<file path="src/rtl/adder_serial_cfg.sv">
// adder_serial_cfg: digit-serial add/subtract, DIGIT bits per cycle; APPROX_ADDER_EN selects a lower-part OR adder
module adder_serial_cfg #(
  parameter int WIDTH       = 16,
  parameter int DIGIT       = 4,
  parameter int APPROX_BITS = 4
) (
  input  logic             clk,
  input  logic             rst_n,
  input  logic             in_valid,
  output logic             in_ready,
  input  logic [WIDTH-1:0] a,
  input  logic [WIDTH-1:0] b,
  input  logic             cin,
  input  logic             sub,
  output logic             out_valid,
  input  logic             out_ready,
  output logic [WIDTH-1:0] sum,
  output logic             cout,
  output logic             busy
);
  localparam int NDIG = WIDTH / DIGIT;
  localparam int CW   = NDIG > 1 ? $clog2(NDIG) : 1;
  if (WIDTH % DIGIT != 0 || APPROX_BITS < 1 || APPROX_BITS >= WIDTH) begin : g_bad_params
    $error("adder_serial_cfg: illegal WIDTH/DIGIT/APPROX_BITS");
  end
  typedef enum logic [1:0] {IDLE = 2'd0, RUN = 2'd1, DONE = 2'd2} state_t;
  state_t           state_q, state_d, st;
  logic [WIDTH-1:0] a_q, a_d, b_q, b_d, sum_q, sum_d;
  logic             carry_q, carry_d, cout_q, cout_d;
  logic [CW-1:0]    cnt_q, cnt_d;
  logic [DIGIT-1:0] da, db, dsum;
  logic             dcarry;
  assign st        = (state_q == RUN || state_q == DONE) ? state_q : IDLE;
  assign in_ready  = st == IDLE;
  assign out_valid = st == DONE;
  assign busy      = st != IDLE;
  assign sum       = sum_q;
  assign cout      = cout_q;
  assign da        = a_q[cnt_q*DIGIT +: DIGIT];
  assign db        = b_q[cnt_q*DIGIT +: DIGIT];
`ifdef APPROX_ADDER_EN
  // Bits below APPROX_BITS use OR for sum and kill the carry, except the top approximate bit, which generates a&b
  always_comb begin
    dcarry = carry_q;
    dsum   = '0;
    for (int j = 0; j < DIGIT; j++) begin
      dsum[j] = (int'(cnt_q)*DIGIT + j < APPROX_BITS) ? da[j] | db[j] : da[j] ^ db[j] ^ dcarry;
      dcarry  = (int'(cnt_q)*DIGIT + j < APPROX_BITS)
                ? ((int'(cnt_q)*DIGIT + j == APPROX_BITS-1) & da[j] & db[j])
                : (da[j] & db[j]) | (dcarry & (da[j] ^ db[j]));
    end
  end
`else
  assign {dcarry, dsum} = {1'b0, da} + {1'b0, db} + {{DIGIT{1'b0}}, carry_q};
`endif
  // Next state: accept operands in IDLE, add one digit per RUN cycle, wait for out_ready in DONE
  always_comb begin
    state_d = st;
    a_d     = a_q;
    b_d     = b_q;
    carry_d = carry_q;
    cnt_d   = cnt_q;
    sum_d   = sum_q;
    cout_d  = cout_q;
    if (st == IDLE && in_valid) begin
      state_d = RUN;
      a_d     = a;
      b_d     = b ^ {WIDTH{sub}};
      carry_d = cin ^ sub;
      cnt_d   = '0;
    end
    if (st == RUN) begin
      sum_d[cnt_q*DIGIT +: DIGIT] = dsum;
      carry_d = dcarry;
      cnt_d   = cnt_q + 1'b1;
      if (cnt_q == CW'(NDIG-1)) begin
        cout_d  = dcarry;
        cnt_d   = '0;
        state_d = DONE;
      end
    end
    if (st == DONE && out_ready) state_d = IDLE;
  end
  // State and datapath registers
  always_ff @(posedge clk or negedge rst_n) begin
    if (!rst_n) begin
      state_q <= IDLE;
      a_q     <= '0;
      b_q     <= '0;
      carry_q <= 1'b0;
      cnt_q   <= '0;
      sum_q   <= '0;
      cout_q  <= 1'b0;
    end else begin
      state_q <= state_d;
      a_q     <= a_d;
      b_q     <= b_d;
      carry_q <= carry_d;
      cnt_q   <= cnt_d;
      sum_q   <= sum_d;
      cout_q  <= cout_d;
    end
  end
endmodule

</file>
<file path="config.mk">
export PLATFORM = sky130hd
export DESIGN_NAME = adder_serial_cfg
export DESIGN_NICKNAME = d
export VERILOG_FILES = /design/src/rtl/adder_serial_cfg.sv
export SDC_FILE = /design/constraint.sdc
export NUM_CORES = 1
export LEC_CHECK = 0
export BUFFER_PORTS_ARGS = -buffer_cell sky130_fd_sc_hd__buf_2
export CORE_UTILIZATION = 45
export DETAILED_ROUTE_END_ITERATION = 10
export PLACE_DENSITY = 0.73
export SETUP_SLACK_MARGIN = 0.5
export SLEW_MARGIN = 20
export SYNTH_ARGS = -nofsm -noshare
export SYNTH_HDL_FRONTEND = slang
export SYNTH_SLANG_ARGS = --single-unit
</file>
<file path="constraint.sdc">
create_clock -name clk -period 7.8 [get_ports clk]
set_input_delay 1.95 -clock clk [delete_from_list [all_inputs] [get_ports clk]]
set_output_delay 1.95 -clock clk [all_outputs]
set_load 0.02 [all_outputs]
</file>
==> impl_metrics.toml <==
[power_and_ir_drop]
irDropWorstVdd_mv = 0.1975
p_total_mw = 1.383
leakage_nw = 1.463
p_per_area_nw_per_um2 = 453.4

[route]
num_vias = 1737
drt_first_iter_violations = 83
drtAntennaViolNets = 0
routedWlPerCell_um = 14.20
dr.pass1.iters = 4
wirelength_um = 4843
detail_route.vias_per_cell = 5.094
drc = 0

[logic_synthesis]
synth.area.mux_share = 0.1493
synthSimpleGateAreaFrac = 0.07799
syn-mean-instance-area_um2 = 12.33
ys.flop_type = "dfrtp_1"
ys_types = 33
postSynth.asyncResetShare = 1.000
yosysSeqAreaShare = 0.5167
synth.net_count = 263
synth_edf_count = 0
yosysWarnings = 0
synth-compound-area-share = 0.1029
syn_area_um2 = 2615
synth_xor_area_frac = 0.06029
ys_ff_latch = 54
synth_adder_area_share = 0.06794
synthCells = 212
synth_top_family_by_area = "multiplexers"

[place]
hpwl_um = 3533
port_buffers = 57
place_ws_ns = 4.723
place_congestion = 0.7593

[clocking]
cts.htree.levels = 2
numCtsBuffers = 5
cts_tree = "done"
clock_latency_ns = 0.32
clkSinkCount = 54
cts_resized = 0
post_cts_buffers = 0
ctsHoldBuffers = 0
clkSlewWorstSetupHoldPaths_ns = 0.10
root_buffer = "clkbuf_8"
cts_buffer_depth = 2

[timing]
hold_ws_ns = 0.4859
post-route-period-util = 0.4122
tightestPinTransition_ns = 0.7871
setup_viol = 0
slew_headroom = 0.4752
finalHoldViolCount = 0
final.setup.tns_ns = 0
worst_slack_ns = 4.585
rsz0062_at_grt = "no"
drv_slew = 0
fmax_mhz = 311.0
fin_crit_ns = 3.215
skew_ns = 0.01257

[floorplanning]
start_util = 0.4720
die_w_um = 78.23
die_area_um2 = 6120
core_um2 = 5540
ios = 58
die_h_um = 78.23
rows = 27

[final_layout]
final_common_cell = "buf_2"
fill_cells = 514
drive_gt1_frac = 0.3383
area_delta_synth_final_pct = 16.65
diodes = 0
finish.utilization = 0.5506
final_cell_mix = "57 x buf_2, 54 x dfrtp_1, 30 x nand2_1"
nets = 319

[setup_path]
r2r_start = "cnt_q[0]$_DFFE_PN0P_"
worstPathCellList = "inv_1, ha_1, inv_1, buf_2"
r2r_slack_ns = 4.79
startpoint_type = "flop"
cpPeakStageDelay_ns = 0.37
crit_start = "state_q[0]$_DFF_PN0_"
cp-end-kind = "primary output"
slowest_stage = "dfrtp_1"
rr_endpoint = "sum[2]$_DFFE_PN0P_"
crit_type = "reg2out"
r2r_cells = 5
cp_common_cell = "inv_1"
arrival_ns = 1.27
worstPathRequired_ns = 5.85
cp_max_fo = 4

[global_route]
grt_max_degree = 55
overflow = 0
grt_pass1_vias = 1734
grt_antenna_before_repair = 0
grt_pass1_wl_um = 8128
grtUsageTotal = 0.1756

[min_path]
min_path_cells = 2
hold_start = "b_q[7]$_DFFE_PN0P_"
holdCritPathClass = "reg2reg"
holdPathEnd = "b_q[7]$_DFFE_PN0P_"

[run]
maxCapViolCount = 0

[run_status]
status = "complete, no violations"
layout make-up:
type	count	area, um^2	share of cell area
Multi-Input combinational cell	143	1199	0.3929
Clock buffer	7	86.33	0.02830
Timing Repair Buffer	59	300.3	0.09844
Tap cell	72	90.09	0.02953
Inverter	5	18.77	0.006153
Clock inverter	1	5.005	0.001641
Sequential cell	54	1351	0.4430
cells by family (layout without fill, tap and decap cells):
family / Yosys count / in the layout
XOR/XNOR: 18 / 18
flip-flops: 54 / 54
AO/OA/AOI/OAI: 41 / 41
AND/OR/NAND/NOR: 44 / 44
buffers and inverters: 15 / 72
multiplexers: 27 / 27
adder cells (fa/ha/maj): 13 / 13
sequential cells by signal, summed over array words and instances (netlist names):
signal and cells:
a_q 16, b_q 16, sum 16, cnt_q 2, state_q 2, carry_q 1, cout 1
where the power goes:
| group | leakage, nW | switching [mW] | internal [mW] |
|---|---|---|---|
| Clock | 0.0482 | 0.0907 | 0.0719 |
| Combinational | 0.733 | 0.404 | 0.318 |
| Sequential | 0.682 | 0.0914 | 0.407 |
worst max-delay path: cells and delay by family (launching register included):
kind,cells,cell delay (ns)
buffers and inverters,3,0.26
adder cells (fa/ha/maj),1,0.32
flip-flops,1,0.37
cells in the mapped netlist, types with 2 or more instances:
cell,number,area share
a22o_1,12,0.040
dfrtp_1,54,0.52
mux4_2,8,0.069
mux2_2,16,0.069
xnor2_1,16,0.054
fa_1,2,0.015
buf_2,4,0.0077
a21oi_1,3,0.0057
clkbuf_1,5,0.0072
nand3_1,2,0.0038
nand2_1,30,0.043
inv_1,4,0.0057
xor2_1,2,0.0067
o21ai_0,19,0.036
mux2i_1,3,0.011
o31ai_1,4,0.011
ha_1,11,0.053
nor2b_1,2,0.0048
routing by layer:
layer  GRT usage  part of all wire
met1      0.2299              0.45
met2      0.2877              0.50
met3     0.05000             0.043
met4     0.04444             0.011
met5           0                 0
worst max-delay path by stage:
stage	cells after the start	slack, ns	end
4_1_cts	4	4.59	busy
6_report	4	4.58	busy
3_3_place_gp	4	4.74	a_q[12]$_DFFE_PN0P_
2_1_floorplan	3	4.90	busy
5_1_grt	4	4.54	busy
3_5_place_dp	4	4.72	a_q[7]$_DFFE_PN0P_
stage by stage:
step / cell area (um^2) / std cells
2_1_floorplan: 2615 / 212
3_3_place_gp: 2959 / 333
3_5_place_dp: 2959 / 333
4_1_cts: 3050 / 341
5_1_grt: 3050 / 341
6_report: 3050 / 341
(Power assumes the default switching activity.)
